File: src/rtl/afpm_stream_ctrl_pkg.sv
`default_nettype none
// ============================================================================
// Module      : afpm_stream_ctrl_pkg
// Description : Shared float32 definitions for the approximate FP multiplier
//               stream controller. Provides the float32 type, field widths,
//               result-flag bit positions and a flag classification helper.
// Revision    : 1.0 - initial release
// ============================================================================
package afpm_stream_ctrl_pkg;

    localparam int FLOAT32_EXP_WIDTH = 8;
    localparam int FLOAT32_SIG_WIDTH = 23;

    typedef logic [31:0] float32_t;

    // Bit positions inside the 3-bit {nan, inf, zero} flag vector.
    localparam int FLAG_W        = 3;
    localparam int FLAG_NAN_IDX  = 2;
    localparam int FLAG_INF_IDX  = 1;
    localparam int FLAG_ZERO_IDX = 0;

    // Classifies a float32 value; the sign bit does not affect any flag.
    function automatic logic [FLAG_W-1:0] float32_flags(input float32_t v);
        logic              w_exp_ones;
        logic              w_exp_zero;
        logic              w_sig_zero;
        logic [FLAG_W-1:0] w_f;
        w_exp_ones = &v[FLOAT32_SIG_WIDTH +: FLOAT32_EXP_WIDTH];
        w_exp_zero = ~|v[FLOAT32_SIG_WIDTH +: FLOAT32_EXP_WIDTH];
        w_sig_zero = ~|v[FLOAT32_SIG_WIDTH-1:0];
        w_f                = '0;
        w_f[FLAG_NAN_IDX]  = w_exp_ones & ~w_sig_zero;
        w_f[FLAG_INF_IDX]  = w_exp_ones &  w_sig_zero;
        w_f[FLAG_ZERO_IDX] = w_exp_zero &  w_sig_zero;
        return w_f;
    endfunction

endpackage
`default_nettype wire

File: src/rtl/afpm_op_fifo.sv
`default_nettype none
// ============================================================================
// Module      : afpm_op_fifo
// Description : Operand FIFO for the stream controller. DEPTH entries of
//               WIDTH bits, head visible combinationally on rdata.
// Ports       : clk, resetn (async active-low), flush (sync clear),
//               push/wdata (write tail), pop (drop head), rdata (head),
//               full, empty.
// Revision    : 1.0 - initial release
// ============================================================================
module afpm_op_fifo #(
    parameter int DEPTH = 4,
    parameter int WIDTH = 68
) (
    input  logic             clk,
    input  logic             resetn,
    input  logic             flush,
    input  logic             push,
    input  logic [WIDTH-1:0] wdata,
    input  logic             pop,
    output logic [WIDTH-1:0] rdata,
    output logic             full,
    output logic             empty
);

    localparam int           AW      = $clog2(DEPTH);
    localparam logic [AW:0]  PTR_ONE = {{AW{1'b0}}, 1'b1};

    // Pointers carry one extra wrap bit so full and empty are distinguishable.
    logic [AW:0]      r_wptr;
    logic [AW:0]      r_rptr;
    logic [WIDTH-1:0] r_mem [DEPTH];

    logic w_wr;
    logic w_rd;

    assign empty = (r_wptr == r_rptr);
    assign full  = (r_wptr[AW] != r_rptr[AW]) && (r_wptr[AW-1:0] == r_rptr[AW-1:0]);
    assign w_wr  = push & ~full & ~flush;
    assign w_rd  = pop & ~empty & ~flush;
    assign rdata = r_mem[r_rptr[AW-1:0]];

    always_ff @(posedge clk or negedge resetn) begin
        if (!resetn) begin
            r_wptr <= '0;
            r_rptr <= '0;
        end else if (flush) begin
            r_wptr <= '0;
            r_rptr <= '0;
        end else begin
            if (w_wr) r_wptr <= r_wptr + PTR_ONE;
            if (w_rd) r_rptr <= r_rptr + PTR_ONE;
        end
    end

    // Storage needs no reset: an entry is only observed after being written.
    always_ff @(posedge clk) begin
        if (w_wr) r_mem[r_wptr[AW-1:0]] <= wdata;
    end

endmodule
`default_nettype wire

File: src/rtl/afpm_stream_ctrl.sv
`default_nettype none
// ============================================================================
// Module      : afpm_stream_ctrl
// Description : Streaming wrapper around an external combinational
//               approximate float32 multiplier. Operands are queued in a
//               FIFO, the head is presented on mul_a/mul_b, and the product
//               is captured with its tag and {nan,inf,zero} flags into a
//               single output register with a valid/ready handshake.
// Ports       : clk, resetn (async active-low), flush (sync clear)
//               in_valid/in_ready/in_a/in_b/in_tag   - upstream stream
//               mul_a/mul_b -> multiplier, mul_p <- product
//               out_valid/out_ready/out_p/out_tag/out_flags - downstream
//               busy, op_count (completed output handshakes, wraps)
// Revision    : 1.0 - initial release
// ============================================================================
module afpm_stream_ctrl
    import afpm_stream_ctrl_pkg::*;
#(
    parameter int DEPTH = 4,
    parameter int TAG_W = 4
) (
    input  logic              clk,
    input  logic              resetn,
    input  logic              flush,
    input  logic              in_valid,
    output logic              in_ready,
    input  float32_t          in_a,
    input  float32_t          in_b,
    input  logic [TAG_W-1:0]  in_tag,
    output float32_t          mul_a,
    output float32_t          mul_b,
    input  float32_t          mul_p,
    output logic              out_valid,
    input  logic              out_ready,
    output float32_t          out_p,
    output logic [TAG_W-1:0]  out_tag,
    output logic [FLAG_W-1:0] out_flags,
    output logic              busy,
    output logic [15:0]       op_count
);

    localparam int        ENTRY_W  = 64 + TAG_W;
    localparam logic [0:0] ST_EMPTY = 1'b0;
    localparam logic [0:0] ST_FULL  = 1'b1;

    logic [0:0]         r_state;
    float32_t           r_out_p;
    logic [TAG_W-1:0]   r_out_tag;
    logic [FLAG_W-1:0]  r_out_flags;
    logic [15:0]        r_op_count;

    logic               w_fifo_full;
    logic               w_fifo_empty;
    logic [ENTRY_W-1:0] w_head;
    logic               w_push;
    logic               w_out_hs;
    logic               w_issue;
    float32_t           w_head_a;
    float32_t           w_head_b;
    logic [TAG_W-1:0]   w_head_tag;

    // A pop in the same cycle does not free a slot for the push: in_ready
    // depends on the registered full flag only.
    assign in_ready = ~w_fifo_full & ~flush;
    assign w_push   = in_valid & in_ready;

    assign out_valid = (r_state == ST_FULL);
    assign w_out_hs  = out_valid & out_ready;

    // The output register can take a new result when empty or when its
    // current result leaves this cycle, giving one result per cycle.
    assign w_issue = ~w_fifo_empty & ((r_state == ST_EMPTY) | w_out_hs);

    afpm_op_fifo #(
        .DEPTH (DEPTH),
        .WIDTH (ENTRY_W)
    ) u_fifo (
        .clk    (clk),
        .resetn (resetn),
        .flush  (flush),
        .push   (w_push),
        .wdata  ({in_a, in_b, in_tag}),
        .pop    (w_issue),
        .rdata  (w_head),
        .full   (w_fifo_full),
        .empty  (w_fifo_empty)
    );

    assign w_head_a   = w_head[TAG_W+32 +: 32];
    assign w_head_b   = w_head[TAG_W    +: 32];
    assign w_head_tag = w_head[TAG_W-1:0];

    // Stale FIFO storage is never shown to the multiplier.
    assign mul_a = w_fifo_empty ? 32'h0 : w_head_a;
    assign mul_b = w_fifo_empty ? 32'h0 : w_head_b;

    always_ff @(posedge clk or negedge resetn) begin
        if (!resetn) begin
            r_state <= ST_EMPTY;
        end else if (flush) begin
            r_state <= ST_EMPTY;
        end else if (w_issue) begin
            r_state <= ST_FULL;
        end else if (w_out_hs) begin
            r_state <= ST_EMPTY;
        end
    end

    // Data fields only change on issue, so they hold under backpressure.
    always_ff @(posedge clk or negedge resetn) begin
        if (!resetn) begin
            r_out_p     <= '0;
            r_out_tag   <= '0;
            r_out_flags <= '0;
        end else if (!flush && w_issue) begin
            r_out_p     <= mul_p;
            r_out_tag   <= w_head_tag;
            r_out_flags <= float32_flags(mul_p);
        end
    end

    always_ff @(posedge clk or negedge resetn) begin
        if (!resetn) begin
            r_op_count <= '0;
        end else if (!flush && w_out_hs) begin
            r_op_count <= r_op_count + 16'd1;
        end
    end

    assign out_p     = r_out_p;
    assign out_tag   = r_out_tag;
    assign out_flags = r_out_flags;
    assign op_count  = r_op_count;
    assign busy      = ~w_fifo_empty | (r_state == ST_FULL);

endmodule
`default_nettype wire
File: config.mk
export PLATFORM = sky130hd
export DESIGN_NAME = afpm_stream_ctrl
export DESIGN_NICKNAME = d
export VERILOG_FILES = /design/src/rtl/afpm_stream_ctrl_pkg.sv /design/src/rtl/afpm_op_fifo.sv /design/src/rtl/afpm_stream_ctrl.sv
export SDC_FILE = /design/constraint.sdc
export NUM_CORES = 1
export LEC_CHECK = 0
export BUFFER_PORTS_ARGS = -buffer_cell sky130_fd_sc_hd__buf_4
export CORE_AREA = 5 5 129 192
export CTS_BUF_LIST = sky130_fd_sc_hd__clkbuf_2
export DETAILED_ROUTE_END_ITERATION = 10
export DIE_AREA = 0 0 134 197
export PLACE_DENSITY_LB_ADDON = 0.1
export SLEW_MARGIN = 30
export SYNTH_ARGS = -nofsm -noshare
export SYNTH_HDL_FRONTEND = slang
export SYNTH_SLANG_ARGS = --single-unit
File: constraint.sdc
create_clock -name clk -period 4.15 [get_ports clk]
set_clock_uncertainty 0.1 [all_clocks]
set_input_delay 0.2075 -clock clk [delete_from_list [all_inputs] [get_ports clk]]
set_output_delay 0.2075 -clock clk [all_outputs]
set_load 0.03 [all_outputs]
==> reports/results.tsv <==
stage	metric	value	unit
logic_synthesis	synth_area	13100	sq um
sta	post-route-period-util	0.909	
detailed_routing	final_antenna_net_count	0	
clocking	cts_buffers	77	
finish	post-route-util	0.786	
logic_synthesis	synthXorXnorAreaFrac	0.0154	
global_route	grt.total_usage	0.238	
sta	timing.fmax	265	MHz
clocking	cts.clk_slew.worst_paths	0.11	ns
clocking	cts.sinks	334	
die	coreArea	22900	sq um
worst_setup_path	arrival	3.47	ns
power	powerDensity	595	nW/um^2
detailed_routing	firstDrtPassIters	4	
global_route	use_met1	0.269	
logic_synthesis	synth_top_family_by_area	multiplexers	
worst_setup_path	startpoint	u_fifo.r_rptr[0]	
sta	setup_viol_count_final	0	
clocking	cts_buffer_depth	3	
sta	setup_tns	0	ns
place	hpwlAfterDp	17000	um
detailed_routing	vias	7963	
power	switchingPower	3900	uW
worst_setup_path	worst_setup_path_start_kind	register	
logic_synthesis	yosysSeqAreaShare	0.743	
clocking	cts-root-buf	clkbuf_2	
worst_setup_path	cp_max_fo	41	
logic_synthesis	yosys.area_share.simple	0.0563	
sta	max_slew.worst_pin.slew	0.844	ns
logic_synthesis	syn-instance-count	637	
global_route	grt_pass1_wl	48300	um
die	die_area	26400	sq um
worst_setup_path	path_class	register to output port	
clocking	postCtsHoldBufs	208	
logic_synthesis	ys_types	39	
min_path	min_from	mul_p[30]	
logic_synthesis	synth_compound_area_frac	0.00631	
logic_synthesis	syn-num-nets	748	
run_status	outcome	finished clean	
logic_synthesis	yosys.area_share.adder	0.00574	
finish	drive_gt1_frac	0.397	
die	row_count	68	
job	max_cap_viol_count	0	
worst_setup_path	required	3.84	ns
global_route	grt_max_degree	63	
logic_synthesis	muxShareOfSynthArea	0.159	
worst_setup_path	end_kind	output port	
global_route	grt-busiest-layer	met2	
place	portBuffers	226	
sta	max_slew_margin	0.437	
min_path	min_path_type	primary input to register	
clocking	clock_latency	0.83	ns
global_route	grt_util_met3	0.0710	
power	p_int	6800	uW
logic_synthesis	synth-main-ff-cell	edfxtp_1	
clocking	cts_setup_buffers	0	
sta	finalCriticalPeriod	3.77	ns
finish	finalNonFillerCells	1472	
finish	final_nets	1245	
sta	rsz0062_at_grt	false	
place	gp_congestion	0.781	
global_route	grt_pass1_vias	9012	
logic_synthesis	synth_seq_cells	334	
logic_synthesis	async_reset_ff_frac	0.186	
logic_synthesis	yosys_warnings	0	
detailed_routing	post_drt_wl_per_cell	20.9	um
detailed_routing	vias_per_cell	5.41	
die	pin_count	227	
logic_synthesis	avgSynthCellArea	20.5	sq um
global_route	grt_overflow	0	
sta	slew_viol_final	0	
sta	finalHoldViolations	0	
detailed_routing	drc	0	
global_route	antenna_found_initial	1	
power	p_sw_frac	0.365	
clocking	cts_resized	0	
power	pwr-share-seq	0.396	
power	total_leakage_power	0.00692	uW
finish	areaGrowthSynthToFinish	37.5	%
clocking	cts_htree_levels	3	
worst_setup_path	r2r-start	u_fifo.r_rptr[0]	
die	die_y	197	um
power	power_frac_clock	0.207	
detailed_routing	drt-initial-drc-count	323	
die	start_util	0.572	
power	ir_drop	0.427	mV
sta	finalHoldWorstSlack	0.186	ns
clocking	cts_tree	built	
place	dp_cells	1127	
detailed_routing	finalWirelength	30800	um
global_route	use_met2	0.433	
logic_synthesis	synth_edf_count	272	
die	die_x	134	um
power	combPwrFrac	0.397	
## metal layers
metal / up-vias / part of all wire
met3: 42 / 0.071
met2: 300 / 0.55
met5: - / 0
li1: 3564 / -
met1: 4057 / 0.36
met4: 0 / 0.018
## stage by stage
stage | total power, uW | area, sq um | worst slack (ns)
3_5_place_dp | 8360 | 15100 | 1.15
6_report | 10700 | 18000 | 0.377
4_1_cts | 10800 | 18000 | 0.154
3_3_place_gp | 8320 | 15100 | 1.16
2_1_floorplan | 6930 | 13100 | 0.399
5_1_grt | 11200 | 18000 | 0.0323
## cell usage in the layout, fill, tap and decap left out, types with 7 or more instances in the layout
cell type	netlist	routed
nor2b_1	60	60
buf_4	1	235
mux2_4	30	30
clkinv_1	0	13
nand4_1	8	8
nor4_1	7	7
mux4_2	68	68
xnor2_1	14	14
dfrtp_1	62	60
clkbuf_2	0	113
dlygate4sd3_1	0	207
xor2_1	9	9
nor2_1	11	11
edfxtp_1	272	272
## worst max-delay path, cell delays in order (launching register included)
cell and delay [ns]:
dfrtp_4 0.73, xnor2_1 0.43, and3_2 0.73, buf_12 0.31, and2b_1 0.23, buf_4 0.17
## sequential cells by signal, indices dropped and copies added, names as in the netlist
signal         flops
u_fifo.r_rptr      3
out_valid          1
u_fifo.r_wptr      3
out_tag            4
out_flags          3
u_fifo.r_mem     272
op_count          16
out_p             32
## final timing paths
| kind | depth (start not counted) | to | slack, ns |
|---|---|---|---|
| worst max-delay path | 5 | mul_a[7] | 0.38 |
| worst min-delay path | 5 | out_flags[0] | 0.19 |
| worst max register to register | 5 | u_fifo.r_mem[2][10] | 1.22 |
| worst min register to register | 1 | op_count[15] | 0.39 |
| max in group asynchronous | 4 | u_fifo.r_rptr[0] | 3.29 |
| min in group asynchronous | 4 | out_p[2] | 0.37 |
## layout make-up
| class | instances | area [sq um] |
|---|---|---|
| Multi-Input combinational cell | 269 | 3200 |
| Inverter | 6 | 22.5 |
| Antenna cell | 1 | 2.50 |
| Fill cell | 1269 | 4900 |
| Sequential cell | 334 | 9730 |
| Tap cell | 280 | 350 |
| Timing Repair Buffer | 446 | 3920 |
| Clock buffer | 113 | 566 |
| Clock inverter | 23 | 199 |
## cell families (layout without fill, tap and decap cells)
kind of cell               count (synthesis)  after routing
xor gates and xnor gates                  23             23
DFF                                      334            334
muxes                                    107            107
other                                      0              1
and+or+nand+nor                          123            123
adders and majority gates                  6              6
buffers and inverters                     34            588
AOI/OAI and AO/OA                         10             10
## synth_stat cells, types with 2 or more instances
master    number  area (sq um)
edfxtp_1     272          8170
mux4_2        68          1530
dfrtp_1       62          1550
nor2b_1       60           375
mux2_4        30           450
buf_2         14          70.1
xnor2_1       14           123
nor2_1        11          41.3
xor2_1         9          78.8
clkbuf_1       8          30.0
nand4_1        8          50.1
and3_1         7          43.8
nor4_1         7          43.8
ha_1           6          75.1
inv_1          6          22.5
nand3_1        6          30.0
and2b_1        5          37.5
buf_6          5          56.3
mux2_1         5          56.3
nand2_1        5          18.8
nor3_1         4          20.0
o22ai_1        3          18.8
a21oi_1        2          10.0
mux2_2         2          22.5
mux2i_1        2          20.0
nand2b_1       2          12.5
or2_2          2          12.5
## power by group through the flow
stage | combinational (uW) | sequential (uW) | clock, uW
5_1_grt | 4470 | 4280 | 2490
6_report | 4250 | 4230 | 2220
4_1_cts | 4250 | 4220 | 2280
3_5_place_dp | 4070 | 4290 | 0
2_1_floorplan | 2370 | 4560 | 0
3_3_place_gp | 4040 | 4280 | 0
Power figures use the tool's default switching activity.
